$ cat config.mk
export PLATFORM = sky130hd
export DESIGN_NAME = serial_add_sub_flat
export DESIGN_NICKNAME = d
export VERILOG_FILES = /design/src/rtl/serial_add_sub_pkg.sv /design/src/rtl/serial_add_sub_if.sv /design/src/rtl/serial_add_sub_fa_cell.sv /design/src/rtl/serial_add_sub.sv /design/src/flat_wrapper.sv
export SDC_FILE = /design/constraint.sdc
export NUM_CORES = 1
export LEC_CHECK = 0
export BUFFER_PORTS_ARGS = -buffer_cell sky130_fd_sc_hd__buf_2
export CORE_MARGIN = 2
export CORE_UTILIZATION = 45
export DETAILED_ROUTE_END_ITERATION = 10
export PLACE_DENSITY = 0.77
export SETUP_SLACK_MARGIN = 0.5
export SYNTH_ARGS = -nofsm -noshare
export SYNTH_HDL_FRONTEND = slang
export SYNTH_SLANG_ARGS = --single-unit
$ cat constraint.sdc
create_clock -name clk -period 1.1 [get_ports clk]
set_input_delay 0.165 -clock clk [delete_from_list [all_inputs] [get_ports clk]]
set_output_delay 0.165 -clock clk [all_outputs]
set_load 0.01 [all_outputs]
$ cat src/rtl/serial_add_sub_pkg.sv
// Shared types and constants for the bit-serial adder/subtractor.
package add_sub_pkg;

  typedef enum logic [1:0] {
    IDLE = 2'd0,
    RUN  = 2'd1,
    DONE = 2'd2
  } state_e;

  localparam logic OP_ADD = 1'b0;
  localparam logic OP_SUB = 1'b1;

endpackage

$ cat src/rtl/serial_add_sub_if.sv
// Start/done handshake and operand/result bus of the serial adder/subtractor.
interface serial_add_sub_if #(
  parameter int WIDTH = 8
);
  logic             start;
  logic             sub;
  logic [WIDTH-1:0] a;
  logic [WIDTH-1:0] b;
  logic             busy;
  logic             done;
  logic [WIDTH-1:0] result;
  logic             carry_out;
  logic             overflow;

  modport master (
    output start, sub, a, b,
    input  busy, done, result, carry_out, overflow
  );

  modport slave (
    input  start, sub, a, b,
    output busy, done, result, carry_out, overflow
  );
endinterface

$ cat src/rtl/serial_add_sub_fa_cell.sv
// 1-bit full adder built from two half-adder stages and an OR of their carries.
module serial_fa_cell (
  input  logic x,
  input  logic y,
  input  logic cin,
  output logic s,
  output logic cout
);
  logic s1;
  logic c1;
  logic c2;

  assign s1   = x ^ y;
  assign c1   = x & y;
  assign s    = s1 ^ cin;
  assign c2   = s1 & cin;
  assign cout = c1 | c2;
endmodule

$ cat src/rtl/serial_add_sub.sv
// Bit-serial two's-complement adder/subtractor: one bit pair per clock, LSB first,
// through a single full-adder cell and carry flop. Result valid with the done pulse.
//
// state | meaning
// IDLE  | waiting for start
// RUN   | one bit per cycle, counter 0..WIDTH-1
// DONE  | done pulse; start here is accepted back-to-back
module serial_add_sub
  import add_sub_pkg::*;
#(
  parameter int WIDTH = 8
) (
  input logic              clk,
  input logic              rst,
  serial_add_sub_if.slave  bus
);

  localparam int CNT_W = (WIDTH > 1) ? $clog2(WIDTH) : 1;
  localparam logic [CNT_W-1:0] CNT_LAST = CNT_W'(WIDTH - 1);
  localparam logic [CNT_W-1:0] CNT_PRE  = CNT_W'(WIDTH - 2);

  state_e             state_q, state_d;
  logic [WIDTH-1:0]   a_q, a_d;
  logic [WIDTH-1:0]   b_q, b_d;
  logic [WIDTH-1:0]   res_q, res_d;
  logic [CNT_W-1:0]   cnt_q, cnt_d;
  logic               c_q, c_d;
  logic               cmsb_q, cmsb_d;
  logic               co_q, co_d;
  logic               ov_q, ov_d;

  logic               accept;
  logic               fa_s;
  logic               fa_cout;

  serial_fa_cell u_fa (
    .x    (a_q[0]),
    .y    (b_q[0]),
    .cin  (c_q),
    .s    (fa_s),
    .cout (fa_cout)
  );

  // start is only looked at outside RUN, so DONE behaves like IDLE for acceptance
  assign accept = bus.start && (state_q != RUN);

  always_ff @(posedge clk) begin
    if (rst) begin
      state_q <= IDLE;
      a_q     <= '0;
      b_q     <= '0;
      res_q   <= '0;
      cnt_q   <= '0;
      c_q     <= 1'b0;
      cmsb_q  <= 1'b0;
      co_q    <= 1'b0;
      ov_q    <= 1'b0;
    end else begin
      state_q <= state_d;
      a_q     <= a_d;
      b_q     <= b_d;
      res_q   <= res_d;
      cnt_q   <= cnt_d;
      c_q     <= c_d;
      cmsb_q  <= cmsb_d;
      co_q    <= co_d;
      ov_q    <= ov_d;
    end
  end

  always_comb begin
    state_d = state_q;
    unique case (state_q)
      IDLE:    if (accept) state_d = RUN;
      RUN:     if (cnt_q == CNT_LAST) state_d = DONE;
      DONE:    state_d = accept ? RUN : IDLE;
      default: state_d = IDLE;
    endcase
  end

  always_comb begin
    a_d    = a_q;
    b_d    = b_q;
    res_d  = res_q;
    cnt_d  = cnt_q;
    c_d    = c_q;
    cmsb_d = cmsb_q;
    co_d   = co_q;
    ov_d   = ov_q;
    if (accept) begin
      // subtraction is a + ~b + 1: invert b here and seed the carry with 1
      a_d    = bus.a;
      b_d    = (bus.sub == OP_SUB) ? ~bus.b : bus.b;
      c_d    = (bus.sub == OP_SUB);
      res_d  = '0;
      cnt_d  = '0;
      cmsb_d = 1'b0;
      co_d   = 1'b0;
      ov_d   = 1'b0;
    end else if (state_q == RUN) begin
      a_d   = a_q >> 1;
      b_d   = b_q >> 1;
      res_d = {fa_s, res_q[WIDTH-1:1]};
      c_d   = fa_cout;
      cnt_d = cnt_q + CNT_W'(1);
      if (cnt_q == CNT_PRE) cmsb_d = fa_cout;
      if (cnt_q == CNT_LAST) begin
        co_d = fa_cout;
        ov_d = cmsb_q ^ fa_cout;
      end
    end
  end

  always_comb begin
    bus.busy      = (state_q == RUN);
    bus.done      = (state_q == DONE);
    bus.result    = res_q;
    bus.carry_out = co_q;
    bus.overflow  = ov_q;
  end

endmodule

$ cat src/flat_wrapper.sv
// flat-port wrapper written by rule: the top's interface ports become plain ports
module serial_add_sub_flat import add_sub_pkg::*;
#(
  parameter int WIDTH = 8
)
  (clk, rst, bus_start, bus_sub, bus_a, bus_b, bus_busy, bus_done, bus_result, bus_carry_out, bus_overflow);
  serial_add_sub_if #(.WIDTH(WIDTH)) bus_i ();
  input logic clk;
  input logic rst;
  input wire logic [$bits(bus_i.start)-1:0] bus_start;
  input wire logic [$bits(bus_i.sub)-1:0] bus_sub;
  input wire logic [$bits(bus_i.a)-1:0] bus_a;
  input wire logic [$bits(bus_i.b)-1:0] bus_b;
  output wire logic [$bits(bus_i.busy)-1:0] bus_busy;
  output wire logic [$bits(bus_i.done)-1:0] bus_done;
  output wire logic [$bits(bus_i.result)-1:0] bus_result;
  output wire logic [$bits(bus_i.carry_out)-1:0] bus_carry_out;
  output wire logic [$bits(bus_i.overflow)-1:0] bus_overflow;
  assign bus_i.start = bus_start;
  assign bus_i.sub = bus_sub;
  assign bus_i.a = bus_a;
  assign bus_i.b = bus_b;
  assign bus_busy = bus_i.busy;
  assign bus_done = bus_i.done;
  assign bus_result = bus_i.result;
  assign bus_carry_out = bus_i.carry_out;
  assign bus_overflow = bus_i.overflow;
  serial_add_sub #(.WIDTH(WIDTH)) u_core (.clk(clk), .rst(rst), .bus(bus_i));
endmodule
==> impl_results.md, run 1 <==
- Status: finished with violations
- Failing checks: negative setup slack
- CP required: 940 ps
- CTS Buffer Depth: 2
- First-pass GRT wire length: 6.22 mm
- IO Count: 32
- Port bufs: 31
- Final setup viols: 33
- Core area: 0.00331 mm²
- Power Dens Cells: 1100 mW/mm²
- Post-synthesis cell count: 166
- Routed vias/inst: 5.10
- Clock root cell: clkbuf_4
- Register share of total power: 0.505
- Fin Hold WS: 140 ps
- Worst-path maximum fanout: 2
- Row Count: 21
- Per-cell routed wire length: 14.2 µm
- Clk sinks: 33
- Synth Register Bits: 33
- Final Worst Setup Slack: -153 ps
- R2R setup slack: -130 ps
- Post-synthesis cell area: 0.00154 mm²
- Highest-delay cell along the critical path: dfxtp_2
- Slowest Stage Delay on Critical Path: 340 ps
- Internal: 1.84 mW
- Combinational power share: 0.241
- DRT Wirelength: 3.82 mm
- DP Worst Slack: -66.2 ps
- Core Util, Final: 0.713
- Post-synthesis area per instance: 9.26 µm²
- DP Wirelength: ~2.2 mm
- Final Skew: ~13 ps
- Sequential share of the synthesized area: 0.430
- Async SR Flop Fraction: 0
- Initial antenna violation count: 0
- DRC: 0
- First-pass iteration count of the detailed router: 4
- Max H-tree Level: 2
- Clock transition at the registers of the reported paths: around 90 ps
- Area grow syn2layout: 53.7%
- RSZ-0062 raised after global routing: true
- F_max: 798 MHz
- Fin. max-slew vios: 0
- Buffer and inverter count on the worst path: 3
- Met3 Use GR: 0.0432
- Yosys warns: 0
- Starting Density: 0.464
- Total grt overflow: 0
- Grt met1 use: 0.212
- Worst Tran Pin Value: approximately 320 ps
- Slew Limit Headroom: 0.789
- Die Y: around 62 µm
- Final critical-path required period: 1250 ps
- Sw Share: 0.292
- Die X: roughly 62 µm
- Gpl congestion: 0.778
- Aggregate global-route resource usage: 0.208
- CP top delay family: flip-flops
- Vias in the first global route: 1,426
- Routed Antenna Nets: 0
- Share of the clock period used by the worst path: 1.14
- CP Capture Type: primary output
- Largest net degree at the start of global routing: 29
- Leakage: 0.963 nW
- Clock network power share: 0.254
- Clock latency on the worst-skew pair: 350 ps
- Number of synthesized flops with an enable pin: 0
- Worst vdd ir: 0.711 mV
- Post-synth cell types: 30
- P_sw: 0.760 mW
- Num CTS Buffers: 5
- Critical Path, Cell by Cell: nand2b_4, inv_4, buf_12, buf_6
- Drt initial violations: 62
- CP Class: flop to primary output
- Global route hottest layer: met2
- Total power: 2.60 mW
- Vias: 1,371
- Nets@finish: 246
- Main synth FF type: dfxtp_1
- MaxCap Viol Count: 0
- Worst path arrival time: approximately 1100 ps
- Die ar.: 0.00390 mm²
- Area of the multi-input gates: 966 µm²
- Synthesized Nets: 190
- Endpoints failing hold: 0
- Worst min path class: input pin to flop
- # diodes: 0
- Met2 Track Usage GR: 0.395
- Startpoint types: flop
- Layout cells sized above 1: 0.578
- Filler instances: 265
- TritonCTS clock tree: yes
- Register area: between 600 and 700 µm²
power by group through the flow:
| stage | clock network (mW) | registers [mW] | logic [mW] |
|---|---|---|---|
| 2_1_floorplan | 0 | 1.33 | 0.374 |
| 3_3_place_gp | 0 | 1.33 | 0.443 |
| 3_5_place_dp | 0 | 1.34 | 0.458 |
| 4_1_cts | 0.676 | 1.31 | 0.550 |
| 5_1_grt | 0.749 | 1.32 | 0.679 |
| 6_report | 0.661 | 1.32 | 0.628 |
tightest hold or removal path, cell delays in order:
cell	delay (ps)
buf_2	100
xnor2_2	120
a2111oi_4	60
layout by cell type, fill, tap and decap left out, types with 4 or more instances in the layout:
cell	n
xnor2_1	7
clkbuf_4	5
a211o_1	7
nor2_2	5
nor2_4	4
mux2i_1	9
dfxtp_1	18
a21oi_1	6
dfxtp_2	14
a211oi_2	9
a21oi_2	13
nand2_1	26
buf_2	20
buf_6	14
buf_12	6
nor2_1	11
buf_4	18
sequential cells by signal, indices dropped and copies added (netlist names):
register	count
u_core.c_q	1
u_core.a_q	8
u_core.state_q	2
u_core.bus.overflow	1
u_core.cnt_q	3
u_core.bus.result	8
u_core.bus.carry_out	1
u_core.b_q	8
u_core.cmsb_q	1
stage by stage:
step / instance area, µm² / instances / setup TNS [ps]
floorplan: 1720 / 166 / -20.7
finish: 2360 / 269 / -2560
CTS: 2230 / 264 / -1330
detailed placement: 1900 / 237 / -157
global placement: 1900 / 237 / -19.4
global route: 2360 / 269 / -4180
area by class of cell:
cell class	count	share of cell area
sequential	33	0.289
multi-input combinational	118	0.409
inverter	3	0.00583
tap	46	0.0244
timing repair buffer	61	0.250
clock buffer	6	0.0175
clock inverter	2	0.00424
logic make-up (layout without fill, tap and decap cells):
| family | after synthesis | count (layout) | share of synthesized area |
|---|---|---|---|
| and+or+nand+nor | 55 | 55 | 0.151 |
| AOI/OAI and AO/OA | 39 | 40 | 0.200 |
| xor gates and xnor gates | 10 | 10 | 0.0570 |
| DFF | 33 | 33 | 0.430 |
| buffers and inverters | 16 | 72 | 0.0660 |
| adders and majority gates | 4 | 4 | 0.0375 |
| muxes | 9 | 9 | 0.0586 |
metal layers:
| layer | part of all wire | up-vias |
|---|---|---|
| li1 | - | 678 |
| met1 | 0.38 | 651 |
| met2 | 0.55 | 33 |
| met3 | 0.042 | 9 |
| met4 | 0.029 | 0 |
| met5 | 0 | - |
synth_stat cells, types with 2 or more instances:
cell type,number,area share
buf_4,3,0.015
nand2_1,28,0.068
a211o_1,7,0.040
a21oi_2,9,0.051
dfxtp_1,33,0.43
mux2i_1,9,0.059
a211oi_1,8,0.039
nor2_1,19,0.046
a21oi_1,10,0.033
inv_1,2,0.0049
xnor2_1,9,0.051
ha_1,3,0.024
buf_2,6,0.020
nand3_1,2,0.0065
buf_6,3,0.022
worst paths after layout:
path	from	end	cells past startpoint
min reg2reg	u_core.b_q[6]$_SDFFE_PP0P_	u_core.b_q[5]$_SDFFE_PP0P_	2
max reg2reg	u_core.state_q[1]$_SDFFE_PP0P_	u_core.cnt_q[1]$_SDFFE_PP0N_	5
min	bus_b[7]	u_core.b_q[7]$_SDFFE_PP0P_	3
max	u_core.state_q[1]$_SDFFE_PP0P_	bus_busy	4
timing repair:
item / 4_1_cts / 5_1_grt
gates resized for setup: 30 / 16
endpoints found under the setup margin: 45 / 45
hold buffers: 0 / 0
setup buffers: 17 / 3
pin swaps: 1 / 3
cloned: 2 / 2
Note: power is estimated with default switching activity, not from simulation.
==> run 2, diff against run 1 <==
--- a/config.mk
+++ b/config.mk
@@ -10,7 +10,9 @@
 export CORE_UTILIZATION = 45
 export DETAILED_ROUTE_END_ITERATION = 10
 export PLACE_DENSITY = 0.77
+export RECOVER_POWER = 25
 export SETUP_SLACK_MARGIN = 0.5
+export SKIP_LAST_GASP = 1
 export SYNTH_ARGS = -nofsm -noshare
 export SYNTH_HDL_FRONTEND = slang
 export SYNTH_SLANG_ARGS = --single-unit
==> constraint.sdc (replaced) <==
create_clock -name clk -period 1.1 [get_ports clk]
set_input_delay 0.11 -clock clk [delete_from_list [all_inputs] [get_ports clk]]
set_output_delay 0.11 -clock clk [all_outputs]
set_load 0.01 [all_outputs]
==> run 2 against run 1 <==
Against the previous run:
- the flow still finishes with violations (negative setup slack)
- die area stayed put
- non-clock buffer count is 5 higher
- first-iteration DRC count is 24% higher
- register-to-register slack better by 20 ps
- worst hold slack worse by 29 ps
- core utilization is 1.2 points higher
- global-route usage is 0.14 points higher
- sequential power hardly changed
- total power is 2.5% higher
- clock-buffer cell count is 1 higher
==> impl_results.md, run 2 (synthesis results as in run 1) <==
- Status: finished with violations
- Failing checks: negative setup slack
- MaxCap Viol Count: 0
- Worst path arrival time: roughly 1500 ps
- Reg2Reg Launch Point: u_core.state_q[1]$_SDFFE_PP0P_
- Final instance area: 0.00240 mm²
- TritonCTS clock tree: yes
- RSZ-0062 raised after global routing: true
- Worst Reg-to-Reg Cells: 6
- Area of the multi-input gates: 940 µm²
- Startpoint types: flop
- Final Skew: 12.0 ps
- Share of the clock period used by the worst path: 1.10
- R2R setup slack: -110 ps
- Routed Antenna Nets: 0
- Leading cell types in the layout, fill and taps excluded: 26 x nand2_1, 21 x buf_4, 20 x buf_2, 20 x dfxtp_1, 15 x buf_6
- DP Worst Slack: -58.1 ps
- Reg-to-Reg End: u_core.b_q[4]$_SDFFE_PP0P_
- Layout cells sized above 1: 0.558
- Min-delay src: bus_a[7]
- Endpoints failing hold: 0
- Area grow syn2layout: 56.2%
- Die X: 62.4 µm
- CTS Buffer Depth: 2
- Aggregate global-route resource usage: 0.210
- DRC: 0
- Leakage: 0.981 nW
- CP Capture Type: flop
- Worst vdd ir: 0.897 mV
- First-pass GRT wire length: 6.47 mm
- Clock root cell: clkbuf_4
- Clock transition at the registers of the reported paths: 100 ps
- Clock latency on the worst-skew pair: about 330 ps
- CP Class: flop to flop
- Max H-tree Level: 2
- Gpl congestion: 0.727
- Most common cell after layout, fill and taps aside: nand2_1
- DRT Wirelength: 3.81 mm
- Routed vias/inst: 5.26
- # diodes: 0
- Initial antenna violation count: 0
- Drt initial violations: 77
- Total grt overflow: 0
- Starting Density: 0.464
- Register area: 682 µm²
- Die Y: approximately 62 µm
- Total power: 2.67 mW
- Per-cell routed wire length: 14.0 µm
- Hold Path Depth: 3
- F_max: 827 MHz
- First-pass iteration count of the detailed router: 7
- Clk sinks: 33
- IO Count: 32
- Die ar.: 0.00390 mm²
- Worst min path class: input pin to flop
- Nets@finish: 250
- Slew Limit Headroom: 0.801
- Vias: 1,431
- Placed Cells: 240
- Num CTS Buffers: 5
- Hold path endpoint: u_core.a_q[7]$_SDFFE_PP0P_
- DP Area: 0.00190 mm²
- Port bufs: 31
- Fin Hold WS: 111 ps
- Fin. max-slew vios: 0
- Worst Tran Pin Value: just under 300 ps
- Filler instances: approximately 250
- Setup TNS: -1340 ps
- Vias in the first global route: about 1,500
- Final setup viols: 29
- Final Worst Setup Slack: -110 ps
- Worst-path maximum fanout: 6
- DP Wirelength: approximately 2.2 mm
- Power Dens Cells: between 1000 and 1500 mW/mm²
- Row Count: 21
- Largest net degree at the start of global routing: 15
- Core Util, Final: 0.725
- Core area: 0.00331 mm²
- Final critical-path required period: between 1000 and 1500 ps
- CP required: 1360 ps
- Fin cells: 272
run 2: layout make-up:
cell class	count	share of cell area
inverters	3	0.00678
multi-input cells	117	0.392
repair buffers	66	0.271
well taps	46	0.0240
clock buffers	7	0.0229
flip-flops and latches	33	0.284
run 2: layer usage:
metal / up-vias / routed length, µm / global-route usage
met5: - / 0 / 0
met4: 0 / 50 / 0.0639
met3: 6 / 146 / 0.0414
met2: 40 / 2090 / 0.405
met1: 699 / 1520 / 0.228
li1: 686 / - / -
run 2: how the worst max path moves through the flow:
stage                                         startpoint                                to  slack [ps]  cells after the start
after floorplan                  u_core.c_q$_SDFFE_PP0P_  u_core.bus.overflow$_SDFFE_PP0P_         -20                      4
after global placement           u_core.c_q$_SDFFE_PP0P_  u_core.bus.overflow$_SDFFE_PP0P_         -30                      4
after detailed placement         u_core.c_q$_SDFFE_PP0P_  u_core.bus.overflow$_SDFFE_PP0P_         -60                      4
after CTS                 u_core.state_q[1]$_SDFFE_PP0P_        u_core.b_q[4]$_SDFFE_PP0P_         -90                      6
after global routing      u_core.state_q[1]$_SDFFE_PP0P_        u_core.b_q[4]$_SDFFE_PP0P_        -150                      6
final                     u_core.state_q[1]$_SDFFE_PP0P_        u_core.b_q[4]$_SDFFE_PP0P_        -110                      6
run 2: power breakdown:
| part | internal (mW) | leakage (nW) | total, mW | switching (mW) |
|---|---|---|---|---|
| combinational | 0.364 | 0.672 | 0.655 | 0.291 |
| clock | 0.302 | 0.0314 | 0.696 | 0.394 |
| sequential | 1.26 | 0.277 | 1.32 | 0.0562 |
| total | 1.93 | 0.981 | 2.67 | 0.742 |
run 2: timing repair:
action | in CTS | in global routing
setup endpoints to repair | 45 | 45
resized for setup | 40 | 9
hold buffers | 0 | 0
endpoints found under the hold margin | 0 | 0
buffers inserted | 17 | 5
pin swaps | 5 | 6
cloned | 3 | 0
run 2: worst max-delay path: stages, from the launching register on:
cell	delay, ps
dfxtp_2	340
nand2b_4	150
inv_6	40
buf_6	120
buf_12	120
a211o_1	240
a21oi_2	130
==> run 3, diff against run 2 <==
--- a/config.mk
+++ b/config.mk
@@ -11,6 +11,7 @@
 export DETAILED_ROUTE_END_ITERATION = 10
 export PLACE_DENSITY = 0.77
 export RECOVER_POWER = 25
+export REMOVE_ABC_BUFFERS = 1
 export SETUP_SLACK_MARGIN = 0.5
 export SKIP_LAST_GASP = 1
 export SYNTH_ARGS = -nofsm -noshare
==> run 3 against run 2 <==
Against the previous run:
- the run still ends with negative setup slack left
- largest power group unchanged
- setup slack got worse by 19 ps
- sequential share of layout area rose by 1.2 points
- critical path depth fell by 2
- combinational power fell by 5.8%
- routed wire length rose by 10%
- clock power barely moved
- core utilization fell by 3.1 points
- clock skew fell by 3.4 ps
- sequential cell count did not move
==> impl_results.md, run 3 (synthesis results as in run 1) <==
- Fin Hold WS: 43.7 ps
- Vias: 1,400
- Nets@finish: 248
- Failing checks: negative setup slack
- Worst min path class: input pin to flop
- RSZ-0062 raised after global routing: true
- Worst Tran Pin Value: 261 ps
- P_sw: between 0.7 and 0.8 mW
- Routed vias/inst: 5.19
- IO Count: 32
- Final Worst Setup Slack: -128 ps
- Num CTS Buffers: 5
- Initial antenna violation count: 0
- Worst-path maximum fanout: 2
- Final setup viols: 23
- Routed Antenna Nets: 0
- Clk sinks: 33
- Most common cell after layout, fill and taps aside: nand2_1
- Layout cells sized above 1: 0.518
- Die Y: 62.4 µm
- Leading cell types in the layout, fill and taps excluded: 26 x nand2_1, 20 x buf_2, 19 x dfxtp_1, 18 x buf_4
- Clock latency on the worst-skew pair: 330 ps
- Drt initial violations: 64
- Per-cell routed wire length: 15.5 µm
- Share of the clock period used by the worst path: 1.12
- First-pass iteration count of the detailed router: 4
- Area of the multi-input gates: roughly 900 µm²
- Met3 Use GR: 0.0541
- Max H-tree Level: 2
- Startpoint types: flop
- F_max: 814 MHz
- Filler instances: about 250
- Status: finished with violations
- TritonCTS clock tree: yes
- Area grow syn2layout: 49.6%
- Sw Share: 0.279
- Leakage: 0.963 nW
- Endpoints failing hold: 0
- Gpl congestion: slightly above 0.7
- DRC: 0
- Clock network power share: 0.265
- CP top delay family: adder cells
- Starting Density: 0.464
- DP Worst Slack: -120 ps
- Final Skew: between 8 and 9 ps
- Die ar.: between 0.003 and 0.004 mm²
- First-pass GRT wire length: 6.35 mm
- Internal: 1.89 mW
- Die X: 62.4 µm
- Buffer and inverter count on the worst path: 0
- Worst vdd ir: 0.638 mV
- Met2 Track Usage GR: 0.372
- Port bufs: 31
- Critical Path, Cell by Cell: fa_2, xor2_1, nand3_1, a21oi_2
- Core area: 0.00331 mm²
- Hold_buf cts: 0
- Clock root cell: clkbuf_4
- Fin. max-slew vios: 0
- CP Capture Type: flop
- Final critical-path required period: 1230 ps
- Power Dens Cells: between 1000 and 1500 mW/mm²
- DP Wirelength: about 2.0 mm
- MaxCap Viol Count: 0
- Aggregate global-route resource usage: 0.207
- CP required: 1370 ps
- Register share of total power: 0.500
- Combinational power share: 0.235
- Row Count: 21
- Slowest Stage Delay on Critical Path: 420 ps
- Vias in the first global route: 1,373
- Largest net degree at the start of global routing: 19
- CTS Buffer Depth: 2
- Grt met1 use: 0.235
- # diodes: 0
- CP Class: flop to flop
- DRT Wirelength: 4.19 mm
- Total grt overflow: 0
- Global route hottest layer: met2
- Register area: 681 µm²
- Worst path arrival time: roughly 1500 ps
- Slew Limit Headroom: 0.821
- Clock transition at the registers of the reported paths: 100 ps
- Highest-delay cell along the critical path: fa_2
[run 3: cell count changes in the layout (fill, tap and decap cells not counted), moves of 2 or more]
| cell | change |
|---|---|
| buf_12 | -2 |
| dfxtp_2 | +2 |
| nor2_1 | +4 |
| buf_4 | -3 |
| a211oi_2 | -5 |
| buf_6 | +2 |
| nand2_4 | +2 |
| a211oi_1 | +5 |
| nor2_4 | -4 |
| nand2_2 | -2 |
[run 3: routing by layer]
layer / wire, µm / share of wire
met2: 2250 / 0.54
met3: 143 / 0.034
met5: 0 / 0
met1: 1700 / 0.41
met4: 89 / 0.021
[run 3: stage by stage]
step                      cell area (µm²)  std cells  TNS [ps]  power [mW]  utilization
after floorplan                      1450        153     -2690        1.55            -
after detailed placement             1770        242      -526        1.74        0.536
after global routing                 2300        270     -2590        2.75        0.694
after CTS                            2170        264     -1400        2.55        0.657
after global placement               1770        242      -318        1.73        0.536
final                                2300        270     -1190        2.62        0.694
[run 3: area by class of cell]
| class | instances | area share |
|---|---|---|
| inverter | 3 | 0.00599 |
| sequential | 33 | 0.296 |
| multi-input combinational | 118 | 0.392 |
| tap | 46 | 0.0250 |
| clock buffer | 7 | 0.0240 |
| timing repair buffer | 63 | 0.256 |
[run 3: worst paths after layout]
path                              startpoint                               end  slack (ps)  depth (start not counted)
hold / removal                           rst        u_core.b_q[7]$_SDFFE_PP0P_          40                          2
hold reg to reg   u_core.b_q[1]$_SDFFE_PP0P_        u_core.b_q[0]$_SDFFE_PP0P_         460                          2
setup reg to reg     u_core.c_q$_SDFFE_PP0P_  u_core.bus.overflow$_SDFFE_PP0P_        -130                          4
setup / recovery     u_core.c_q$_SDFFE_PP0P_  u_core.bus.overflow$_SDFFE_PP0P_        -130                          4
[run 3: worst reg2reg max path: cells and delay by family, from the launching register on]
kind	cells	cell delay (ps)
AO/OA/AOI/OAI	1	110
XOR/XNOR	1	180
adder cells (fa/ha/maj)	1	420
flip-flops	1	340
AND/OR/NAND/NOR	1	110
[run 3: power by group through the flow]
stage               combinational [mW]  sequential (mW)  clock, mW
detailed placement               0.410             1.33          0
global placement                 0.404             1.32          0
finish                           0.617             1.31      0.695
CTS                              0.543             1.31      0.698
floorplan                        0.230             1.32          0
global route                     0.662             1.32      0.770
[run 3: what timing repair did]
action,in CTS,in global routing
pin swaps,10,12
setup buffers,13,5
resized for setup,51,17
setup endpoints to repair,45,45
gates cloned,2,1
